**config.mk**
```make
export PLATFORM = sky130hd
export DESIGN_NAME = instr_fetch_unit
export DESIGN_NICKNAME = d
export VERILOG_FILES = /design/src/rtl/instr_fetch_unit_pkg.sv /design/src/rtl/instr_fetch_unit_timeout_counter.sv /design/src/rtl/instr_fetch_unit.sv
export SDC_FILE = /design/constraint.sdc
export NUM_CORES = 1
export LEC_CHECK = 0
export BUFFER_PORTS_ARGS = -buffer_cell sky130_fd_sc_hd__buf_2
export CAP_MARGIN = 40
export CORE_ASPECT_RATIO = 0.7
export CORE_MARGIN = 8
export CORE_UTILIZATION = 45
export DETAILED_ROUTE_END_ITERATION = 10
export GPL_TIMING_DRIVEN = 0
export MAX_ROUTING_LAYER = met4
export PLACE_DENSITY = 0.73
export SLEW_MARGIN = 20
export SYNTH_ARGS = -nofsm -noshare
export SYNTH_HDL_FRONTEND = slang
export SYNTH_HIERARCHICAL = 1
export SYNTH_SLANG_ARGS = --single-unit
```
**constraint.sdc**
```tcl
create_clock -name clk -period 3.4 [get_ports clk]
set_input_delay 0.51 -clock clk [delete_from_list [all_inputs] [get_ports clk]]
set_output_delay 0.51 -clock clk [all_outputs]
set_load 0.01 [all_outputs]
```
**src/rtl/instr_fetch_unit_pkg.sv**
```systemverilog
// Shared types and constants for the instruction fetch stage.
package instr_fetch_unit_pkg;

    localparam int IFU_XLEN = 32;

    typedef enum logic [1:0] {
        ST_IDLE  = 2'd0,
        ST_WAIT  = 2'd1,
        ST_HOLD  = 2'd2,
        ST_FAULT = 2'd3
    } fetch_state_e;

    localparam logic [1:0] FC_NONE     = 2'b00;
    localparam logic [1:0] FC_MISALIGN = 2'b01;
    localparam logic [1:0] FC_BUSERR   = 2'b10;
    localparam logic [1:0] FC_TIMEOUT  = 2'b11;

endpackage

```
**src/rtl/instr_fetch_unit_timeout_counter.sv**
```systemverilog
// Counts WAIT cycles without a response; expire_o flags the cycle whose
// increment would reach TIMEOUT_CYCLES.
module instr_fetch_unit_timeout_counter #(
    parameter int TIMEOUT_CYCLES = 255
) (
    input  logic clk,
    input  logic resetn,
    input  logic clear_i,
    input  logic enable_i,
    output logic expire_o
);

    localparam logic [7:0] LAST = 8'(TIMEOUT_CYCLES - 1);

    logic [7:0] count_q;
    logic [7:0] count_d;

    always_comb begin
        count_d = count_q;
        if (clear_i) begin
            count_d = 8'd0;
        end else if (enable_i) begin
            count_d = count_q + 8'd1;
        end
    end

    always_ff @(posedge clk) begin
        if (!resetn) begin
            count_q <= 8'd0;
        end else begin
            count_q <= count_d;
        end
    end

    assign expire_o = (count_q == LAST);

endmodule

```
**src/rtl/instr_fetch_unit.sv**
```systemverilog
// Fetch stage: one aligned imem read per request, valid/ready hand-off to
// decode, PC+4 write pulse on success, sticky fault on misalign/error/timeout.
module instr_fetch_unit
    import instr_fetch_unit_pkg::*;
#(
    parameter int XLEN           = IFU_XLEN,
    parameter int TIMEOUT_CYCLES = 255
) (
    input  logic            clk,
    input  logic            resetn,
    input  logic [XLEN-1:0] pc_i,
    input  logic            fetch_start_i,
    input  logic            flush_i,
    output logic            imem_req_o,
    output logic [XLEN-1:0] imem_addr_o,
    input  logic            imem_rvalid_i,
    input  logic [XLEN-1:0] imem_rdata_i,
    input  logic            imem_err_i,
    output logic [XLEN-1:0] instr_o,
    output logic [XLEN-1:0] instr_pc_o,
    output logic            instr_valid_o,
    input  logic            instr_ready_i,
    output logic            pc_write_o,
    output logic [XLEN-1:0] pc_next_o,
    output logic            fault_o,
    output logic [1:0]      fault_cause_o,
    input  logic            fault_clear_i,
    output fetch_state_e    dbg_state_o
);

    // Handshake: instr_o/instr_pc_o are held stable while instr_valid_o is
    // high; the word transfers on a cycle where instr_valid_o && instr_ready_i.

    fetch_state_e    state_q, state_d;
    logic            req_q, req_d;
    logic [XLEN-1:0] addr_q, addr_d;
    logic [XLEN-1:0] instr_q, instr_d;
    logic [XLEN-1:0] ipc_q, ipc_d;
    logic            valid_q, valid_d;
    logic            pcw_q, pcw_d;
    logic [XLEN-1:0] pcn_q, pcn_d;
    logic            fault_q, fault_d;
    logic [1:0]      cause_q, cause_d;
    logic            drop_q, drop_d;

    logic cnt_clear;
    logic cnt_en;
    logic cnt_expire;
    logic try_issue;

    instr_fetch_unit_timeout_counter #(
        .TIMEOUT_CYCLES(TIMEOUT_CYCLES)
    ) u_timeout (
        .clk      (clk),
        .resetn   (resetn),
        .clear_i  (cnt_clear),
        .enable_i (cnt_en),
        .expire_o (cnt_expire)
    );

    always_comb begin
        state_d   = state_q;
        req_d     = req_q;
        addr_d    = addr_q;
        instr_d   = instr_q;
        ipc_d     = ipc_q;
        valid_d   = valid_q;
        pcw_d     = 1'b0;
        pcn_d     = pcn_q;
        fault_d   = fault_q;
        cause_d   = cause_q;
        drop_d    = drop_q;
        cnt_clear = 1'b0;
        cnt_en    = 1'b0;
        try_issue = 1'b0;

        case (state_q)
            ST_IDLE: try_issue = fetch_start_i;
            ST_WAIT: begin
                if (imem_rvalid_i) begin
                    req_d  = 1'b0;
                    drop_d = 1'b0;
                    if (imem_err_i) begin
                        fault_d = 1'b1;
                        cause_d = FC_BUSERR;
                        state_d = ST_FAULT;
                    end else if (drop_q || flush_i) begin
                        state_d = ST_IDLE;
                    end else begin
                        instr_d = imem_rdata_i;
                        ipc_d   = addr_q;
                        valid_d = 1'b1;
                        pcw_d   = 1'b1;
                        pcn_d   = addr_q + XLEN'(4);
                        state_d = ST_HOLD;
                    end
                end else if (cnt_expire) begin
                    req_d   = 1'b0;
                    drop_d  = 1'b0;
                    fault_d = 1'b1;
                    cause_d = FC_TIMEOUT;
                    state_d = ST_FAULT;
                end else begin
                    // A flush never abandons the bus request; it only marks
                    // the eventual response for discard.
                    cnt_en = 1'b1;
                    if (flush_i) begin
                        drop_d = 1'b1;
                    end
                end
            end
            ST_HOLD: begin
                if (flush_i) begin
                    valid_d = 1'b0;
                    state_d = ST_IDLE;
                end else if (instr_ready_i) begin
                    valid_d   = 1'b0;
                    state_d   = ST_IDLE;
                    try_issue = fetch_start_i;
                end
            end
            ST_FAULT: begin
                if (fault_clear_i) begin
                    fault_d = 1'b0;
                    cause_d = FC_NONE;
                    state_d = ST_IDLE;
                end
            end
            default: state_d = ST_IDLE;
        endcase

        if (try_issue) begin
            if (pc_i[1:0] == 2'b00) begin
                addr_d    = pc_i;
                req_d     = 1'b1;
                cnt_clear = 1'b1;
                state_d   = ST_WAIT;
            end else begin
                fault_d = 1'b1;
                cause_d = FC_MISALIGN;
                state_d = ST_FAULT;
            end
        end
    end

    always_ff @(posedge clk) begin
        if (!resetn) begin
            state_q <= ST_IDLE;
            req_q   <= 1'b0;
            addr_q  <= '0;
            instr_q <= '0;
            ipc_q   <= '0;
            valid_q <= 1'b0;
            pcw_q   <= 1'b0;
            pcn_q   <= '0;
            fault_q <= 1'b0;
            cause_q <= FC_NONE;
            drop_q  <= 1'b0;
        end else begin
            state_q <= state_d;
            req_q   <= req_d;
            addr_q  <= addr_d;
            instr_q <= instr_d;
            ipc_q   <= ipc_d;
            valid_q <= valid_d;
            pcw_q   <= pcw_d;
            pcn_q   <= pcn_d;
            fault_q <= fault_d;
            cause_q <= cause_d;
            drop_q  <= drop_d;
        end
    end

    assign imem_req_o    = req_q;
    assign imem_addr_o   = addr_q;
    assign instr_o       = instr_q;
    assign instr_pc_o    = ipc_q;
    assign instr_valid_o = valid_q;
    assign pc_write_o    = pcw_q;
    assign pc_next_o     = pcn_q;
    assign fault_o       = fault_q;
    assign fault_cause_o = cause_q;
    assign dbg_state_o   = state_q;

endmodule

```
==> metrics, run 1 <==
sequential-to-total area share from yosys stat 0.471; row count 35; Slew headroom 0.515; setup TNS 0 ps; post-CTS sizing 0; peak supply drop 366 uV; layout cells sized above 1 0.288; post-route setup slack 634 ps; TritonRoute pass-1 iters 5; postcts setup bufs 0; syn avg cell area 8.46 um^2; most frequent cells in the layout buf_2, nand2_1, dfxtp_1, a21boi_0, o21ai_0; drc violations 0; starting density of the core 0.461; largest net degree at the start of global routing 17; Worst EP arrival between 3000 and 4000 ps; Clock Latency Late Sink 410 ps; area delta synth->final 31.4%; final setup violating endpoints 0; n_diodes 0; kind of end point of the critical path flop; routed vias 5681; vias in the first global route 5474; P_leak 3.53 nW; f_max 361 MHz; Period minus WS final 2770 ps; Hold Path Stages 3; final net count ~1000; GRT Residual Overflow 0; hpwl dp 14.4 mm; Placer Congestion around 0.81; Fin. Hold Viols 0; Synth async-reset ratio 0; IO buf count 207; top_reg_cell synth dfxtp_1; mean routed wirelength per cell 16.8 um; status finished, final reports clean; initial antenna violation count 0; Total GRT Usage 0.221; Tcrit/Tclk final 0.814; Synth cell types 47; Slew Limit Fails 0; core area 0.0132 mm^2; Hold Path Class in2reg; Worst R2R Path Depth 11; Max clock buf depth 2; CTS Hold Bufs 0; clk sinks 143; CP Class reg2reg; launching element type of the critical path flop; Synth Register Bits 143; Mapped Area roughly 0.006 mm^2; Post-synth EDFFs 0; Synthesis Warnings 6; Antenna Nets Post-Route 0; RSZ-0062 raised after global routing false; htree depth 4; TritonCTS buffer count 17; die height roughly 110 um; IO Count 208; Starting DRT DRC Count 341; Req. time, crit path 3720 ps; DP Worst Slack 705 ps; final wirelength around 19 mm; most common cell after layout, fill and taps aside buf_2; CTS tree yes; CTS root buf clkbuf_16; post-DR vias/cell roughly 5.0; MaxCap Viol Count 0; PD cells between 500 and 600 mW/mm^2; CP Max Fanout 10; Synth Instances 718; Die ar. roughly 0.018 mm^2; worst-margin pin slew slightly above 700 ps; Synthesized Nets 798; Clock transition at path regs 60 ps; Worst Clk Skew between 7 and 8 ps; first-pass GRT wire length between 30 and 40 mm; Die Wd 155 um
## per-layer routing
metal,vias up,GRT usage,wire [um]
li1,2849,-,-
met1,2619,0.300,9470
met2,197,0.327,8240
met3,16,0.0510,1310
met4,0,0.0514,165
met5,-,-,0
## path summary, 6_finish.rpt
path         slack (ps)                        start                                 to
min reg2reg         460  instr_pc_o[31]$_SDFFE_PN0P_        instr_pc_o[31]$_SDFFE_PN0P_
min                 340                      pc_i[4]        imem_addr_o[4]$_SDFFE_PN0P_
max                 630  dbg_state_o[0]$_SDFFE_PN0P_  u_timeout/count_q[1]$_SDFFE_PP0P_
max reg2reg         630  dbg_state_o[0]$_SDFFE_PN0P_  u_timeout/count_q[1]$_SDFFE_PP0P_
## flip-flops by register name, indices dropped and copies added, names as in the netlist
register and count:
instr_o 32, instr_valid_o 1, fault_cause_o 2, imem_addr_o 32
dbg_state_o 2, u_timeout/count_q 8, instr_pc_o 32, drop_q 1
imem_req_o 1, pc_next_o 30, fault_o 1, pc_write_o 1
## Yosys cell counts (4+ instances only)
cell type	count	area, um^2
or3_1	6	37.5
ha_1	8	100
nand3_1	15	75.1
buf_2	18	90.1
a21boi_0	69	518
nand4_1	7	43.8
nor2_1	14	52.6
a21boi_1	29	218
xor2_1	12	105
inv_1	7	26.3
and2_1	4	25.0
xnor2_1	18	158
dfxtp_1	143	2860
o21ai_0	31	155
a21oi_1	29	145
o211a_1	8	80.1
nand2_1	213	800
and3_1	7	43.8
nor3_1	7	35.0
and4_1	4	35.0
clkbuf_1	26	97.6
## worst max-delay path: stages (launching register included)
cell,delay (ps)
dfxtp_1,480
inv_1,100
ha_1,280
and3b_1,210
o21ai_2,230
or3_1,150
buf_2,250
clkinv_2,170
buf_6,180
nand2b_1,150
clkbuf_1,200
a211oi_1,250
## per-stage QoR
stage | total power [mW] | instance area [um^2] | std cells | util | hold WS [ps]
global route | 4.55 | 7980 | 1140 | 0.605 | 336
detailed placement | 2.41 | 7340 | 1110 | 0.557 | 454
CTS | 4.40 | 7980 | 1140 | 0.605 | 329
floorplan | 2.19 | 6070 | 718 | - | 452
global placement | 2.41 | 7340 | 1110 | 0.557 | 448
finish | 4.38 | 7980 | 1140 | 0.605 | 340
## cell type report
type                    count  area (um^2)
multi-input cells         512         2920
well taps                 185          231
flip-flops and latches    143         2860
fillers                  1202         5200
plain buffers              55          265
clock buffers              21          480
clock inverters             9          158
repair buffers            207         1040
inverters                   8         31.3
## cell families after synthesis
logic type | synth area share
AOI/OAI and AO/OA | 0.194
xor gates and xnor gates | 0.0433
adders and majority gates | 0.0165
buffers and inverters | 0.0488
DFF | 0.471
muxes | 0.00494
and+or+nand+nor | 0.221
## power breakdown
part	total, mW	leakage [nW]	internal (mW)	switching (mW)
clock network	2.00	0.307	1.30	0.697
registers	1.84	1.16	1.75	0.0818
logic	0.548	2.07	0.229	0.320
Note: power is estimated with default switching activity, not from simulation.
==> run 2, diff against run 1 <==
--- a/config.mk
+++ b/config.mk
@@ -13,7 +13,7 @@
 export DETAILED_ROUTE_END_ITERATION = 10
 export GPL_TIMING_DRIVEN = 0
 export MAX_ROUTING_LAYER = met4
-export PLACE_DENSITY = 0.73
+export PLACE_DENSITY = 0.76
 export SLEW_MARGIN = 20
 export SYNTH_ARGS = -nofsm -noshare
 export SYNTH_HDL_FRONTEND = slang
==> constraint.sdc (replaced) <==
create_clock -name clk -period 2.2 [get_ports clk]
set_input_delay 0.33 -clock clk [delete_from_list [all_inputs] [get_ports clk]]
set_output_delay 0.33 -clock clk [all_outputs]
set_load 0.01 [all_outputs]
==> run 2 against run 1 <==
Effect of this change: via count rose by 0.70%; wire length rose by 0.77%; critical path depth fell by 1; largest power group unchanged.
==> metrics, run 2 (synthesis results as in run 1) <==
Hold Path Stages 3; most common cell after layout, fill and taps aside buf_2; CP Class reg2reg; MaxCap Viol Count 0; Max clock buf depth 2; row count 35; final net count 1024; first-pass GRT wire length ~30 mm; RR Endpoint u_timeout/count_q[1]$_SDFFE_PP0P_; placed cell count 1110; IO buf count 207; RR Startpoint dbg_state_o[0]$_SDFFE_PN0P_; Reg2Reg Setup Slack approximately 71 ps; Clock Latency Late Sink 410 ps; FF+latch area 0.00287 mm^2; mean routed wirelength per cell 16.9 um; worst-margin pin slew ~590 ps; TritonRoute pass-1 iters 4; Worst Clk Skew 9.21 ps; multi-input combinational cell area a little under 0.003 mm^2; total power 6.99 mW; launching element type of the critical path flop; hold path endpoint imem_addr_o[10]$_SDFFE_PN0P_; PD cells 864 mW/mm^2; worst hold start pc_i[10]; final wirelength 19.3 mm; Period minus WS final 2130 ps; P_leak 3.58 nW; Hold Path Class in2reg; Antenna Nets Post-Route 0; peak supply drop 500 uV; htree depth 4; Filler Cell Count about 1200; initial antenna violation count 2; DP Worst Slack -357 ps; post-route setup slack 71.3 ps; Worst R2R Path Depth 10; final setup violating endpoints 0; status finished, final reports clean; CTS Hold Bufs 0; post-DR vias/cell 5.00; Worst EP arrival 2450 ps; Final Core Density 0.614; layout cells sized above 1 0.303; f_max 470 MHz; GRT Residual Overflow 0; CTS tree yes; Die Wd 155 um; IO Count 208; hpwl dp 14.5 mm; Total GRT Usage 0.222; TritonCTS buffer count 17; Clock transition at path regs 60 ps; Starting DRT DRC Count between 300 and 400; Req. time, crit path 2520 ps; Fin. Hold Viols 0; die height 113 um; Tcrit/Tclk final 0.968; CP Max Fanout 10; most frequent cells in the layout buf_2, nand2_1, dfxtp_1, a21boi_0, o21ai_0; starting density of the core 0.461; Die ar. 0.0175 mm^2; clk sinks 143; Post-Layout Cell Count approximately 1100; area delta synth->final 33.2%; vias in the first global route 5604; drc violations 0; core area 0.0132 mm^2; Slew headroom 0.608; CTS root buf clkbuf_16; largest net degree at the start of global routing 17; Placer Congestion 0.856; routed vias 5721; kind of end point of the critical path flop; Slew Limit Fails 0
[run 2: cell count changes in the layout (fill, tap and decap cells not counted), sizes merged]
cell,previous run,this run
clkinv,4,3
bufinv,4,5
clkbuf,49,53
inv,7,8
buf,234,232
clkinvlp,2,1
diode,0,2
[run 2: worst max-delay path by stage]
stage | slack, ps | to | cells past startpoint | startpoint
2_1_floorplan | 70 | u_timeout/count_q[1]$_SDFFE_PP0P_ | 11 | dbg_state_o[0]$_SDFFE_PN0P_
3_3_place_gp | -350 | u_timeout/count_q[1]$_SDFFE_PP0P_ | 11 | dbg_state_o[0]$_SDFFE_PN0P_
3_5_place_dp | -360 | u_timeout/count_q[1]$_SDFFE_PP0P_ | 11 | dbg_state_o[0]$_SDFFE_PN0P_
4_1_cts | 20 | u_timeout/count_q[1]$_SDFFE_PP0P_ | 10 | dbg_state_o[0]$_SDFFE_PN0P_
5_1_grt | -7 | u_timeout/count_q[1]$_SDFFE_PP0P_ | 10 | dbg_state_o[0]$_SDFFE_PN0P_
6_report | 70 | u_timeout/count_q[1]$_SDFFE_PP0P_ | 10 | dbg_state_o[0]$_SDFFE_PN0P_
[run 2: worst max-delay path, stage by stage, from the launching register on]
cell,delay [ps]
dfxtp_4,380
inv_1,60
ha_2,220
and3b_1,220
o21ai_4,210
or3_4,160
buf_6,140
clkinv_4,90
buf_6,150
nand2b_4,180
a211oi_1,210
[run 2: stage by stage]
stage	area [um^2]	hold slack, ps	setup TNS [ps]
after floorplan	6080	452	0
after global placement	7340	447	-6180
after detailed placement	7340	455	-7120
after CTS	8050	143	0
after global routing	8090	147	-7.29
final	8090	158	0
[run 2: area by class of cell]
class	instances	area share
timing repair buffer	209	0.130
antenna	2	0.000619
clock inverter	9	0.0218
buffer	53	0.0345
tap	185	0.0286
sequential	143	0.355
multi-input combinational	512	0.364
inverter	8	0.00433
clock buffer	23	0.0616
[run 2: where the power goes]
group	total [mW]	switching [mW]	internal [mW]
Sequential	2.84	0.126	2.72
Clock	3.25	1.09	2.17
Combinational	0.891	0.507	0.384
[run 2: repair_timing]
action,4_1_cts,5_1_grt
gates cloned,0,0
gates resized for setup,12,9
pin swaps,0,1
buffers inserted,0,2
setup endpoints to repair,52,58
[run 2: layer usage]
metal,part of all wire,global-route usage,up-vias
met5,0,-,-
met4,0.0063,0.0638,0
li1,-,-,2854
met3,0.064,0.0495,10
met2,0.44,0.331,186
met1,0.49,0.295,2671
==> run 3, diff against run 2 <==
--- a/config.mk
+++ b/config.mk
@@ -8,14 +8,13 @@
 export BUFFER_PORTS_ARGS = -buffer_cell sky130_fd_sc_hd__buf_2
 export CAP_MARGIN = 40
 export CORE_ASPECT_RATIO = 0.7
-export CORE_MARGIN = 8
+export CORE_MARGIN = 4
 export CORE_UTILIZATION = 45
 export DETAILED_ROUTE_END_ITERATION = 10
 export GPL_TIMING_DRIVEN = 0
 export MAX_ROUTING_LAYER = met4
-export PLACE_DENSITY = 0.76
+export PLACE_DENSITY = 0.73
 export SLEW_MARGIN = 20
 export SYNTH_ARGS = -nofsm -noshare
 export SYNTH_HDL_FRONTEND = slang
-export SYNTH_HIERARCHICAL = 1
 export SYNTH_SLANG_ARGS = --single-unit
==> constraint.sdc (replaced) <==
create_clock -name clk -period 2.3 [get_ports clk]
set_input_delay 0.345 -clock clk [delete_from_list [all_inputs] [get_ports clk]]
set_output_delay 0.345 -clock clk [all_outputs]
set_load 0.01 [all_outputs]
==> run 3 against run 2 <==
Effect of this change: wire length fell by 7.6%; combinational power fell by 3.7%; global-route usage rose by 2.3 points; count of clock-buffer cells in the layout fell by 4; clock skew fell by 0.55 ps; design area fell by 4.8%.
==> metrics, run 3 <==
status finished, final reports clean; Max clock buf depth 2; Synthesized Nets 790; htree depth 4; Post-synth EDFFs 0; most crowded layer after global routing met2; met1 usage 0.334; Clock Latency Late Sink approximately 400 ps; Tcrit/Tclk final 0.918; MaxCap Viol Count 0; Final Core Density 0.616; Clock transition at path regs 60 ps; Worst R2R Path Depth 6; final setup violating endpoints 0; Reg2Reg Setup Slack 190 ps; most frequent cell after synthesis nand2_1; Slew Limit Fails 0; die height 103 um; Req. time, crit path 2590 ps; clk sinks 143; Mapped Area 0.00579 mm^2; CP Class reg2reg; Synth Area in Compound Gates 0.161; post-CTS sizing 0; first-pass GRT wire length 27.3 mm; f_max 474 MHz; PD cells just under 900 mW/mm^2; GRT met2 Usage 0.357; TritonRoute pass-1 iters 4; Period minus WS final 2110 ps; most common cell after layout, fill and taps aside buf_2; RR Startpoint imem_addr_o[4]$_SDFFE_PN0P_; area delta synth->final 33.0%; sequential-to-total area share from yosys stat 0.494; post-synth top area share 0.494; Die ar. 0.0148 mm^2; Fin. Hold Viols 0; Total GRT Usage 0.245; drc violations 0; TritonCTS buffer count 17; Placement Cell Area ~0.0070 mm^2; n_diodes 0; Placer Congestion a little under 0.9; Hold Path Class in2reg; CP Max Fanout 8; peak supply drop between 500 and 600 uV; Slew headroom 0.511; routed vias approximately 5800; post-DR vias/cell 5.21; largest family of logic cells by synthesized area simple AND/OR/NAND/NOR gates; initial antenna violation count 0; mean routed wirelength per cell 16.1 um; GRT Residual Overflow 0; top_reg_cell synth dfxtp_1; Die Wd approximately 140 um; layout cells sized above 1 0.285; starting density of the core 0.463; Worst Clk Skew 8.66 ps; RR Endpoint pc_next_o[31]$_SDFFE_PN0P_; Worst EP arrival 2400 ps; IO Count 208; Antenna Nets Post-Route 0; Synth Register Bits 143; Synth cell types 50; hold path endpoint instr_o[16]$_SDFFE_PN0P_; CTS tree yes; row count 34; launching element type of the critical path flop; Synth Area in XOR/XNOR 0.0514; CTS Hold Bufs 0; Starting DRT DRC Count 353; most frequent cells in the layout buf_2, nand2_1, dfxtp_1, a21oi_1, clkbuf_1; vias in the first global route 5344; syn avg cell area 8.16 um^2; Synth Instances 710; Final Cell Area 0.00770 mm^2; met3 Use GR 0.0593; top cells by area, synth dfxtp_1, nand2_1, a21oi_1, xnor2_1, clkbuf_1; largest net degree at the start of global routing 17; final net count approximately 1000; Synthesis Warnings 0; core area ~0.013 mm^2; CTS root buf clkbuf_16; Post-synth top cells nand2_1, dfxtp_1, a21oi_1; kind of end point of the critical path flop; leading area contributor after synthesis dfxtp_1; hpwl dp around 13 mm; postcts setup bufs 0; Hold Path Stages 3; IO buf count 206; worst hold start imem_rdata_i[16]; setup TNS 0 ps; Adder-Cell Fraction of Synth Area 0.0173; Synth async-reset ratio 0; post-synthesis simple-gate area fraction 0.229; multiplexer area fraction after synthesis 0.00367; P_leak 3.30 nW; final wirelength 17.9 mm; worst-margin pin slew 734 ps
run 3: changes by cell type after synthesis, sizes merged, moves of 8 or more:
cell	previous run	this run
a21oi	29	123
o211a	8	0
a21boi	98	1
buf	27	14
nor2	14	28
run 3: metrics by stage:
step	cells	hold slack [ps]	setup WS, ps	power [mW]
after CTS	1110	151	43.3	6.74
after global routing	1110	153	-0.872	6.97
after detailed placement	1079	443	-70.8	3.63
final	1110	164	188	6.71
after global placement	1078	440	-250	3.62
after floorplan	710	481	395	3.28
run 3: kinds of logic after synthesis:
family,after synthesis
compound gates,171
xor+xnor,34
fa+ha+maj,8
buf+inv,58
flops,143
mux,2
simple gates,294
run 3: layer usage:
| metal | wire (um) | up-vias |
|---|---|---|
| li1 | - | 2846 |
| met1 | 8490 | 2713 |
| met2 | 7840 | 201 |
| met3 | 1320 | 18 |
| met4 | 197 | 0 |
| met5 | 0 | - |
run 3: worst max-delay path, cell delays in order (launching register included):
cell and delay (ps):
dfxtp_1 480, and4_1 220, clkbuf_2 170, nand3_2 210, nor4_1 610, xnor2_1 210
a21oi_1 90
run 3: where the power goes:
group	internal (mW)	switching (mW)
Clock	2.04	1.08
Sequential	2.60	0.130
Combinational	0.339	0.519
run 3: worst max path at each step:
stage / startpoint / end / slack (ps) / depth (start not counted)
finish: imem_addr_o[4]$_SDFFE_PN0P_ / pc_next_o[31]$_SDFFE_PN0P_ / 190 / 6
global route: dbg_state_o[1]$_SDFFE_PN0P_ / pc_next_o[24]$_SDFFE_PN0P_ / -0.9 / 7
CTS: dbg_state_o[0]$_SDFFE_PN0P_ / imem_addr_o[31]$_SDFFE_PN0P_ / 40 / 8
detailed placement: dbg_state_o[0]$_SDFFE_PN0P_ / u_timeout.count_q[1]$_SDFFE_PP0P_ / -70 / 8
global placement: dbg_state_o[0]$_SDFFE_PN0P_ / imem_addr_o[21]$_SDFFE_PN0P_ / -250 / 8
floorplan: dbg_state_o[0]$_SDFFE_PN0P_ / imem_addr_o[13]$_SDFFE_PN0P_ / 400 / 9
run 3: cell type report:
| type | instances | area, um^2 |
|---|---|---|
| Clock buffer | 19 | 433 |
| Timing Repair Buffer | 207 | 1040 |
| Buffer | 48 | 214 |
| Inverter | 9 | 33.8 |
| Clock inverter | 13 | 235 |
| Sequential cell | 143 | 2860 |
| Fill cell | 1176 | 4800 |
| Multi-Input combinational cell | 509 | 2690 |
| Tap cell | 162 | 203 |
